===== src/rtl/key_move_scheduler.sv =====
// Decodes per-player move keys from four USB keycode slots, generates press and
// DAS/ARR auto-repeat events on frame ticks, and issues them one at a time per player.
module key_move_scheduler #(
  parameter int unsigned DAS_FRAMES = 10,
  parameter int unsigned ARR_FRAMES = 3
) (
  input  logic        Clk,
  input  logic        Reset_n,
  input  logic [31:0] keycode,
  input  logic        frame_tick,
  input  logic        move_ready1,
  input  logic        move_ready2,
  output logic        move_valid1,
  output logic [2:0]  move_cmd1,
  output logic        move_valid2,
  output logic [2:0]  move_cmd2
);

  typedef enum logic {IDLE, OFFER} state_t;

  localparam logic [5:0] DAS_LOAD = 6'(DAS_FRAMES);
  localparam logic [5:0] ARR_LOAD = 6'(ARR_FRAMES);

  logic [1:0][4:0] held_d, held_q;
  logic [1:0][4:0] prev_d, prev_q;
  logic [1:0][4:0] pending_d, pending_q;
  logic [5:0]      das_d [2][5];
  logic [5:0]      das_q [2][5];
  state_t          state_d [2];
  state_t          state_q [2];
  logic [2:0]      cmd_d [2];
  logic [2:0]      cmd_q [2];
  logic [1:0]      ready;

  // Key index k doubles as the move command encoding: 0 L, 1 R, 2 DOWN, 3 ROT_L, 4 ROT_R.
  function automatic logic [7:0] key_code(input int unsigned p, input int unsigned k);
    logic [7:0] c;
    c = '0;
    case (p * 5 + k)
      0: c = 8'h04;
      1: c = 8'h07;
      2: c = 8'h16;
      3: c = 8'h14;
      4: c = 8'h08;
      5: c = 8'h50;
      6: c = 8'h4F;
      7: c = 8'h51;
      8: c = 8'h36;
      9: c = 8'h37;
      default: c = '0;
    endcase
    return c;
  endfunction

  function automatic logic [2:0] pick(input logic [4:0] pend);
    logic [2:0] c;
    if (pend[4])      c = 3'd4;
    else if (pend[3]) c = 3'd3;
    else if (pend[0]) c = 3'd0;
    else if (pend[1]) c = 3'd1;
    else              c = 3'd2;
    return c;
  endfunction

  always_comb begin
    held_d = '0;
    for (int unsigned p = 0; p < 2; p++)
      for (int unsigned k = 0; k < 5; k++)
        for (int unsigned s = 0; s < 4; s++)
          if (keycode[8*s +: 8] == key_code(p, k)) held_d[p][k] = 1'b1;
  end

  assign ready = {move_ready2, move_ready1};

  always_comb begin
    prev_d    = prev_q;
    pending_d = pending_q;
    das_d     = das_q;
    state_d   = state_q;
    cmd_d     = cmd_q;
    for (int unsigned p = 0; p < 2; p++) begin
      if (state_q[p] == OFFER) begin
        if (ready[p]) begin
          pending_d[p][cmd_q[p]] = 1'b0;
          state_d[p]             = IDLE;
        end
      end else if (pending_q[p] != '0) begin
        cmd_d[p]   = pick(pending_q[p]);
        state_d[p] = OFFER;
      end
    end
    // Tick updates come after the handshake clear so a same-cycle set wins.
    if (frame_tick) begin
      prev_d = held_q;
      for (int unsigned p = 0; p < 2; p++) begin
        for (int unsigned k = 0; k < 5; k++) begin
          if (held_q[p][k] && !prev_q[p][k]) begin
            pending_d[p][k] = 1'b1;
            das_d[p][k]     = DAS_LOAD;
          end else if (held_q[p][k]) begin
            if (k < 3 && das_q[p][k] == 6'd1) begin
              pending_d[p][k] = 1'b1;
              das_d[p][k]     = ARR_LOAD;
            end else if (das_q[p][k] != '0) begin
              das_d[p][k] = das_q[p][k] - 6'd1;
            end
          end else begin
            das_d[p][k] = '0;
          end
        end
      end
    end
  end

  always_ff @(posedge Clk or negedge Reset_n) begin
    if (!Reset_n) begin
      held_q    <= '0;
      prev_q    <= '0;
      pending_q <= '0;
      das_q     <= '{default: '0};
      state_q   <= '{default: IDLE};
      cmd_q     <= '{default: '0};
    end else begin
      held_q    <= held_d;
      prev_q    <= prev_d;
      pending_q <= pending_d;
      das_q     <= das_d;
      state_q   <= state_d;
      cmd_q     <= cmd_d;
    end
  end

  assign move_valid1 = (state_q[0] == OFFER);
  assign move_cmd1   = cmd_q[0];
  assign move_valid2 = (state_q[1] == OFFER);
  assign move_cmd2   = cmd_q[1];

endmodule


===== config.mk =====
export PLATFORM = sky130hd
export DESIGN_NAME = key_move_scheduler
export DESIGN_NICKNAME = d
export VERILOG_FILES = /design/src/rtl/key_move_scheduler.sv
export SDC_FILE = /design/constraint.sdc
export NUM_CORES = 1
export LEC_CHECK = 0
export CAP_MARGIN = 20
export CORE_AREA = 2 2 135 137
export CTS_BUF_LIST = sky130_fd_sc_hd__clkbuf_4 sky130_fd_sc_hd__clkbuf_8
export DETAILED_ROUTE_END_ITERATION = 7
export DIE_AREA = 0 0 137 139
export GPL_TIMING_DRIVEN = 0
export PLACE_DENSITY_LB_ADDON = 0.15
export SYNTH_ARGS = -nofsm -noshare
export SYNTH_HDL_FRONTEND = slang
export SYNTH_SLANG_ARGS = --single-unit

===== constraint.sdc =====
create_clock -name Clk -period 1.8 [get_ports Clk]
set_input_delay 0.45 -clock Clk [delete_from_list [all_inputs] [get_ports Clk]]
set_output_delay 0.45 -clock Clk [all_outputs]
set_load 0.02 [all_outputs]

==> results of run 1 <==
-- metrics by stage --
stage | std cells | utilization (%)
after CTS | 755 | 30.41
after global routing | 766 | 31.29
after global placement | 736 | 28.65
after floorplan | 464 | -
after detailed placement | 737 | 28.79
final | 766 | 31.29
-- report_power, final --
part | internal (mW) | leakage (nW) | total (mW) | switching (mW)
Clock | 0.921 | 0.116 | 1.58 | 0.664
Sequential | 1.89 | 0.998 | 2.18 | 0.286
Combinational | 0.569 | 1.23 | 1.22 | 0.651
-- registers in the layout (all words and copies together), names as in the netlist --
register,cells
pending_q,10
move_valid1,1
das_q,36
prev_q,10
move_valid2,1
move_cmd2,3
held_q,10
move_cmd1,3
-- kinds of logic after synthesis --
kind of cell	count (synthesis)	share of synthesized area (%)
compound gates	115	18.80
flops	74	42.81
fa+ha+maj	15	4.339
mux	16	3.992
xor+xnor	4	0.8101
simple gates	200	25.72
buf+inv	40	3.529
-- worst max path at each step --
| stage | end | start | slack [ns] | cells after the start |
|---|---|---|---|---|
| after detailed placement | held_q[4]$_DFF_PN0_ | keycode[4] | -0.48 | 4 |
| after global placement | pending_q[4]$_DFF_PN0_ | Reset_n | -2.55 | 1 |
| after CTS | das_q[48]$_DFFE_PN0P_ | das_q[49]$_DFFE_PN0P_ | 0.004 | 6 |
| after floorplan | das_q[21]$_DFFE_PN0P_ | das_q[18]$_DFFE_PN0P_ | -0.02 | 6 |
| final | das_q[49]$_DFFE_PN0P_ | das_q[49]$_DFFE_PN0P_ | -0.009 | 6 |
| after global routing | das_q[42]$_DFFE_PN0P_ | das_q[42]$_DFFE_PN0P_ | -0.09 | 6 |
-- what timing repair did --
item | CTS | global route
endpoints found under the hold margin | 13 | 0
gates resized for setup | 16 | 18
buffers inserted | 2 | 11
pin swaps | 3 | 6
endpoints found under the setup margin | 24 | 25
hold buffers | 1 | 0
-- layout make-up --
cell class,instances,area share [%]
Buffer,7,0.5208
Clock buffer,9,2.242
Clock inverter,6,2.083
Inverter,33,2.242
Multi-Input combinational cell,350,44.07
Sequential cell,74,33.61
Tap cell,229,5.186
Timing Repair Buffer,58,10.05
-- worst max-delay path, stage by stage (launching register included) --
cell,delay (ns)
dfrtp_1,0.41
inv_2,0.09
ha_4,0.12
or3b_4,0.37
or3_4,0.42
a311oi_2,0.25
a21o_1,0.11
-- metal layers --
layer | vias to the layer above | part of all wire [%] | track usage, %
met5 | - | 0 | 0
met2 | 60 | 48 | 19.90
met3 | 16 | 2.8 | 2.047
met4 | 0 | 2.1 | 5.209
met1 | 1887 | 47 | 15.92
li1 | 1878 | - | -
-- placed cells by master (no fill, tap or decap), types with 9 or more instances in the layout --
master / count
o31ai_1: 10
mux2_2: 10
clkbuf_8: 9
o21ai_0: 24
nor4_1: 13
nand2_1: 46
buf_4: 14
dfrtp_1: 70
clkdlybuf4s50_1: 30
a21oi_1: 20
inv_1: 31
ha_1: 13
dlygate4sd2_1: 10
nand3_1: 16
nor2_1: 41
nor3_1: 15
==> impl_metrics.toml, run 1 <==
[timing]
finalClockSkew_ns = 0.01284
fin_crit_ns = 1.809
worstMarginPinSlew_ns = 0.7747
post-route-period-util_pct = 100.5
tns_ns = -0.009427
setup_viol = 1
rsz0062_at_grt = "true"
slew_headroom_pct = 48.35
fin_ws_ns = -0.009427
fmax_mhz = 552.7
slew_viol_final = 0
whs_ns = 0.4480
final_hold_viol_count = 0

[logic_synthesis]
synth_top_area_share_pct = 42.81
netlist.top_cell.by_area = "dfrtp_1"
netlist_top_cells_area = "dfrtp_1, ha_1, nand2_1"
postSynthAreaPerCell_um2 = 9.322
async_flop_share_pct = 100.0
netlist_instances = 464
syn_area_um2 = 4325
synth.most_common_cell = "dfrtp_1"
synthDistinctLibCells = 59
synth.top_cells.by_count = "dfrtp_1, nand2_1, nor2_1"
syn_nets = 516
ys_seq_area_share_pct = 42.81
synthFlopType = "dfrtp_1"
synth-warning-count = 0
synth-seq-cells = 74
synth_edf_count = 0

[clock_tree]
clkSlewWorstSetupHoldPaths_ns = 0.09
clk_latency_ns = 0.36
cts_tree = "done"
cts_buffer_depth = 2
cts_buffers = 9
clock-sinks = 74
cts-root-buf = "clkbuf_8"
h-tree-depth = 3

[floorplan]
die_y_um = 139
core-area_um2 = 17660
start_util_pct = 24.50
die_x_um = 137
die-area_um2 = 19040
io_pins = 45
rows = 49

[place]
place_area_um2 = 5084
portBuffers = 43
place_ws_ns = -0.4822
place_hpwl_um = 8283
gp_congestion = 0.8641

[power]
p_per_area_nw_per_um2 = 901.3
vdd_drop_max_mv = 0.3563
p_leak_nw = 2.340
total_power_mw = 4.980

[route]
ant_nets = 0
via_count = 3841
firstDrtPassIters = 4
routedWlPerCell_um = 14.81
vias_per_cell = 5.014
wl_um = 11340
route.detailed.drc = 0
first_iter_violations = 148

[layout]
final_cell_area_um2 = 5525
nNetsFinal = 585
drive_gt1_share_pct = 13.97
multi_input_area_um2 = 2435
seq_area_um2 = 1857
n_fill_cell = 1891
insertedDiodeCount = 0
areaGrowthSynthToFinish_pct = 27.74

[worst_setup_path]
rrSetupSlack_ns = -0.009
critical_path_required_ns = 2.10
endpoint_kind = "register"
criticalPathCategory = "register to register"
cp.arrival_ns = 2.11
start_kind = "register"
timing.rr.start = "das_q[49]$_DFFE_PN0P_"
crit_fanout = 4
r2r_cells = 6
r2r_end = "das_q[49]$_DFFE_PN0P_"

[worst_hold_path]
hold_path.class = "register to register"
min_from = "prev_q[8]$_DFFE_PN0P_"
hold_path_depth = 1
whs_endpoint = "pending_q[8]$_DFF_PN0_"

[status]
outcome = "finished, violations left"
violations = "negative setup slack"

[global_routing]
groute.usage.overall_pct = 12.24
grt_pass1_vias = 3828
antenna_found_initial = 0
grt_max_degree = 62
grt_first_pass_wirelength_um = 18810
grt_overflow = 0

[run]
cap_violations = 0
No activity file was read; power rests on OpenSTA's default activity.
==> run 2: changes to the inputs <==
--- a/config.mk
+++ b/config.mk
@@ -6,10 +6,11 @@
 export NUM_CORES = 1
 export LEC_CHECK = 0
 export CAP_MARGIN = 20
-export CORE_AREA = 2 2 135 137
+export CORE_AREA = 2 2 94 96
 export CTS_BUF_LIST = sky130_fd_sc_hd__clkbuf_4 sky130_fd_sc_hd__clkbuf_8
+export CTS_CLUSTER_DIAMETER = 40
 export DETAILED_ROUTE_END_ITERATION = 7
-export DIE_AREA = 0 0 137 139
+export DIE_AREA = 0 0 96 98
 export GPL_TIMING_DRIVEN = 0
 export PLACE_DENSITY_LB_ADDON = 0.15
 export SYNTH_ARGS = -nofsm -noshare
==> impl_metrics.toml, run 2 (same netlist as run 1, synthesis figures left out) <==
[worst_setup_path]
start_kind = "register"
timing.rr.start = "das_q[18]$_DFFE_PN0P_"
critical_path_required_ns = 2.03
crit_fanout = 4
cp.arrival_ns = 2.06
endpoint_kind = "register"
r2r_end = "das_q[21]$_DFFE_PN0P_"
criticalPathCategory = "register to register"
rrSetupSlack_ns = -0.03
r2r_cells = 6

[floorplan]
die_x_um = 96
rows = 34
die_y_um = 98
start_util_pct = 51.09
die-area_um2 = 9408
io_pins = 45
core-area_um2 = 8466

[timing]
fin_crit_ns = 1.826
slew_viol_final = 0
fin_ws_ns = -0.02571
rsz0062_at_grt = "true"
finalClockSkew_ns = 0.01698
slew_headroom_pct = 50.80
worstMarginPinSlew_ns = 0.7379
final_hold_viol_count = 0
setup_viol = 3
post-route-period-util_pct = 101.4
fmax_mhz = 547.7
whs_ns = 0.4527
tns_ns = -0.05822

[power]
total_power_mw = 4.711
p_per_area_nw_per_um2 = 876.3
p_leak_nw = 2.334
vdd_drop_max_mv = 0.5253

[place]
portBuffers = 43
gp_congestion = 0.8592
place_hpwl_um = 7258

[worst_hold_path]
hold_path_depth = 1
min_from = "prev_q[8]$_DFFE_PN0P_"
whs_endpoint = "pending_q[8]$_DFF_PN0_"
hold_path.class = "register to register"

[layout]
insertedDiodeCount = 0
n_fill_cell = 726
drive_gt1_share_pct = 15.17
nNetsFinal = 581
top_register = "das_q"
areaGrowthSynthToFinish_pct = 24.30
layout_commonest_cell = "dfrtp_1"
layout_common_cells = "dfrtp_1, nand2_1, nor2_1, clkdlybuf4s50_1, inv_1"
largest_reg_flops = 36

[route]
firstDrtPassIters = 4
ant_nets = 0
via_count = 3849
first_iter_violations = 208
wl_um = 10330
vias_per_cell = 5.995
routedWlPerCell_um = 16.09
route.detailed.drc = 0

[clock_tree]
clk_latency_ns = 0.34
cts-root-buf = "clkbuf_8"
h-tree-depth = 3
clock-sinks = 74
cts_tree = "done"
cts_buffers = 9
clkSlewWorstSetupHoldPaths_ns = 0.08
cts_buffer_depth = 2

[global_routing]
grt_max_degree = 54
antenna_found_initial = 0
grt_first_pass_wirelength_um = 16960
grt_pass1_vias = 3611
grt_overflow = 0
groute.usage.overall_pct = 22.36

[run]
cap_violations = 0

[status]
outcome = "finished, violations left"
violations = "negative setup slack"
[run 2: changes by cell type in the layout (fill, tap and decap cells not counted), moves of 2 or more]
| cell | delta |
|---|---|
| or4b_4 | +2 |
| inv_1 | -2 |
| clkbuf_8 | +2 |
| clkinv_2 | +3 |
| inv_2 | +2 |
| buf_4 | -4 |
| or4b_1 | -2 |
| bufinv_16 | -2 |
[run 2: area by class of cell]
| type | instances | area [um2] | area share, % |
|---|---|---|---|
| tap | 108 | 135.1 | 2.513 |
| clock inverter | 5 | 52.55 | 0.9774 |
| clock buffer | 11 | 151.4 | 2.816 |
| sequential | 74 | 1856 | 34.51 |
| multi-input combinational | 350 | 2504 | 46.57 |
| timing repair buffer | 54 | 525.5 | 9.774 |
| inverter | 33 | 123.9 | 2.304 |
| buffer | 7 | 28.78 | 0.5353 |
[run 2: stage by stage]
step	setup WS, ns	std cells	instance area (um2)	utilization [%]
floorplan	-0.01909	464	4342	-
global placement	-2.275	615	4907	57.97
detailed placement	-0.4800	616	4932	58.26
CTS	-0.04561	636	5201	61.44
global route	-0.08320	642	5376	63.51
finish	-0.02571	642	5376	63.51
[run 2: routing by layer]
layer | wire [um] | vias to the layer above | global-route usage, %
met5 | 0 | - | 0
met4 | 68 | 0 | 4.945
met3 | 361 | 5 | 3.318
met2 | 5126 | 85 | 36.32
met1 | 4771 | 1880 | 31.62
li1 | - | 1879 | -
[run 2: what timing repair did]
action,CTS,global route
resized for setup,19,29
endpoints found under the hold margin,14,0
pin swaps,3,8
setup endpoints to repair,23,26
hold buffers,1,0
buffers inserted,3,6
[run 2: how the worst max path moves through the flow]
stage	from	to	slack, ns	cells past startpoint
after detailed placement	keycode[4]	held_q[4]$_DFF_PN0_	-0.48	4
after global placement	Reset_n	held_q[4]$_DFF_PN0_	-2.28	1
after CTS	das_q[18]$_DFFE_PN0P_	das_q[21]$_DFFE_PN0P_	-0.05	6
final	das_q[18]$_DFFE_PN0P_	das_q[21]$_DFFE_PN0P_	-0.03	6
after global routing	das_q[19]$_DFFE_PN0P_	das_q[21]$_DFFE_PN0P_	-0.08	6
after floorplan	das_q[18]$_DFFE_PN0P_	das_q[21]$_DFFE_PN0P_	-0.02	6
[run 2: worst max-delay path, stage by stage (launching register included)]
cell and delay [ns]:
dfrtp_2 0.44, inv_2 0.10, ha_4 0.14, or3b_4 0.38
o41ai_4 0.38, o21ai_1 0.10, a22o_1 0.19
[run 2: power by group]
| group | switching, mW | internal, mW | leakage [nW] | total, mW |
|---|---|---|---|---|
| clock | 0.609 | 0.709 | 0.105 | 1.32 |
| sequential | 0.286 | 1.89 | 1.00 | 2.18 |
| combinational | 0.646 | 0.571 | 1.23 | 1.22 |
| total | 1.54 | 3.17 | 2.33 | 4.71 |
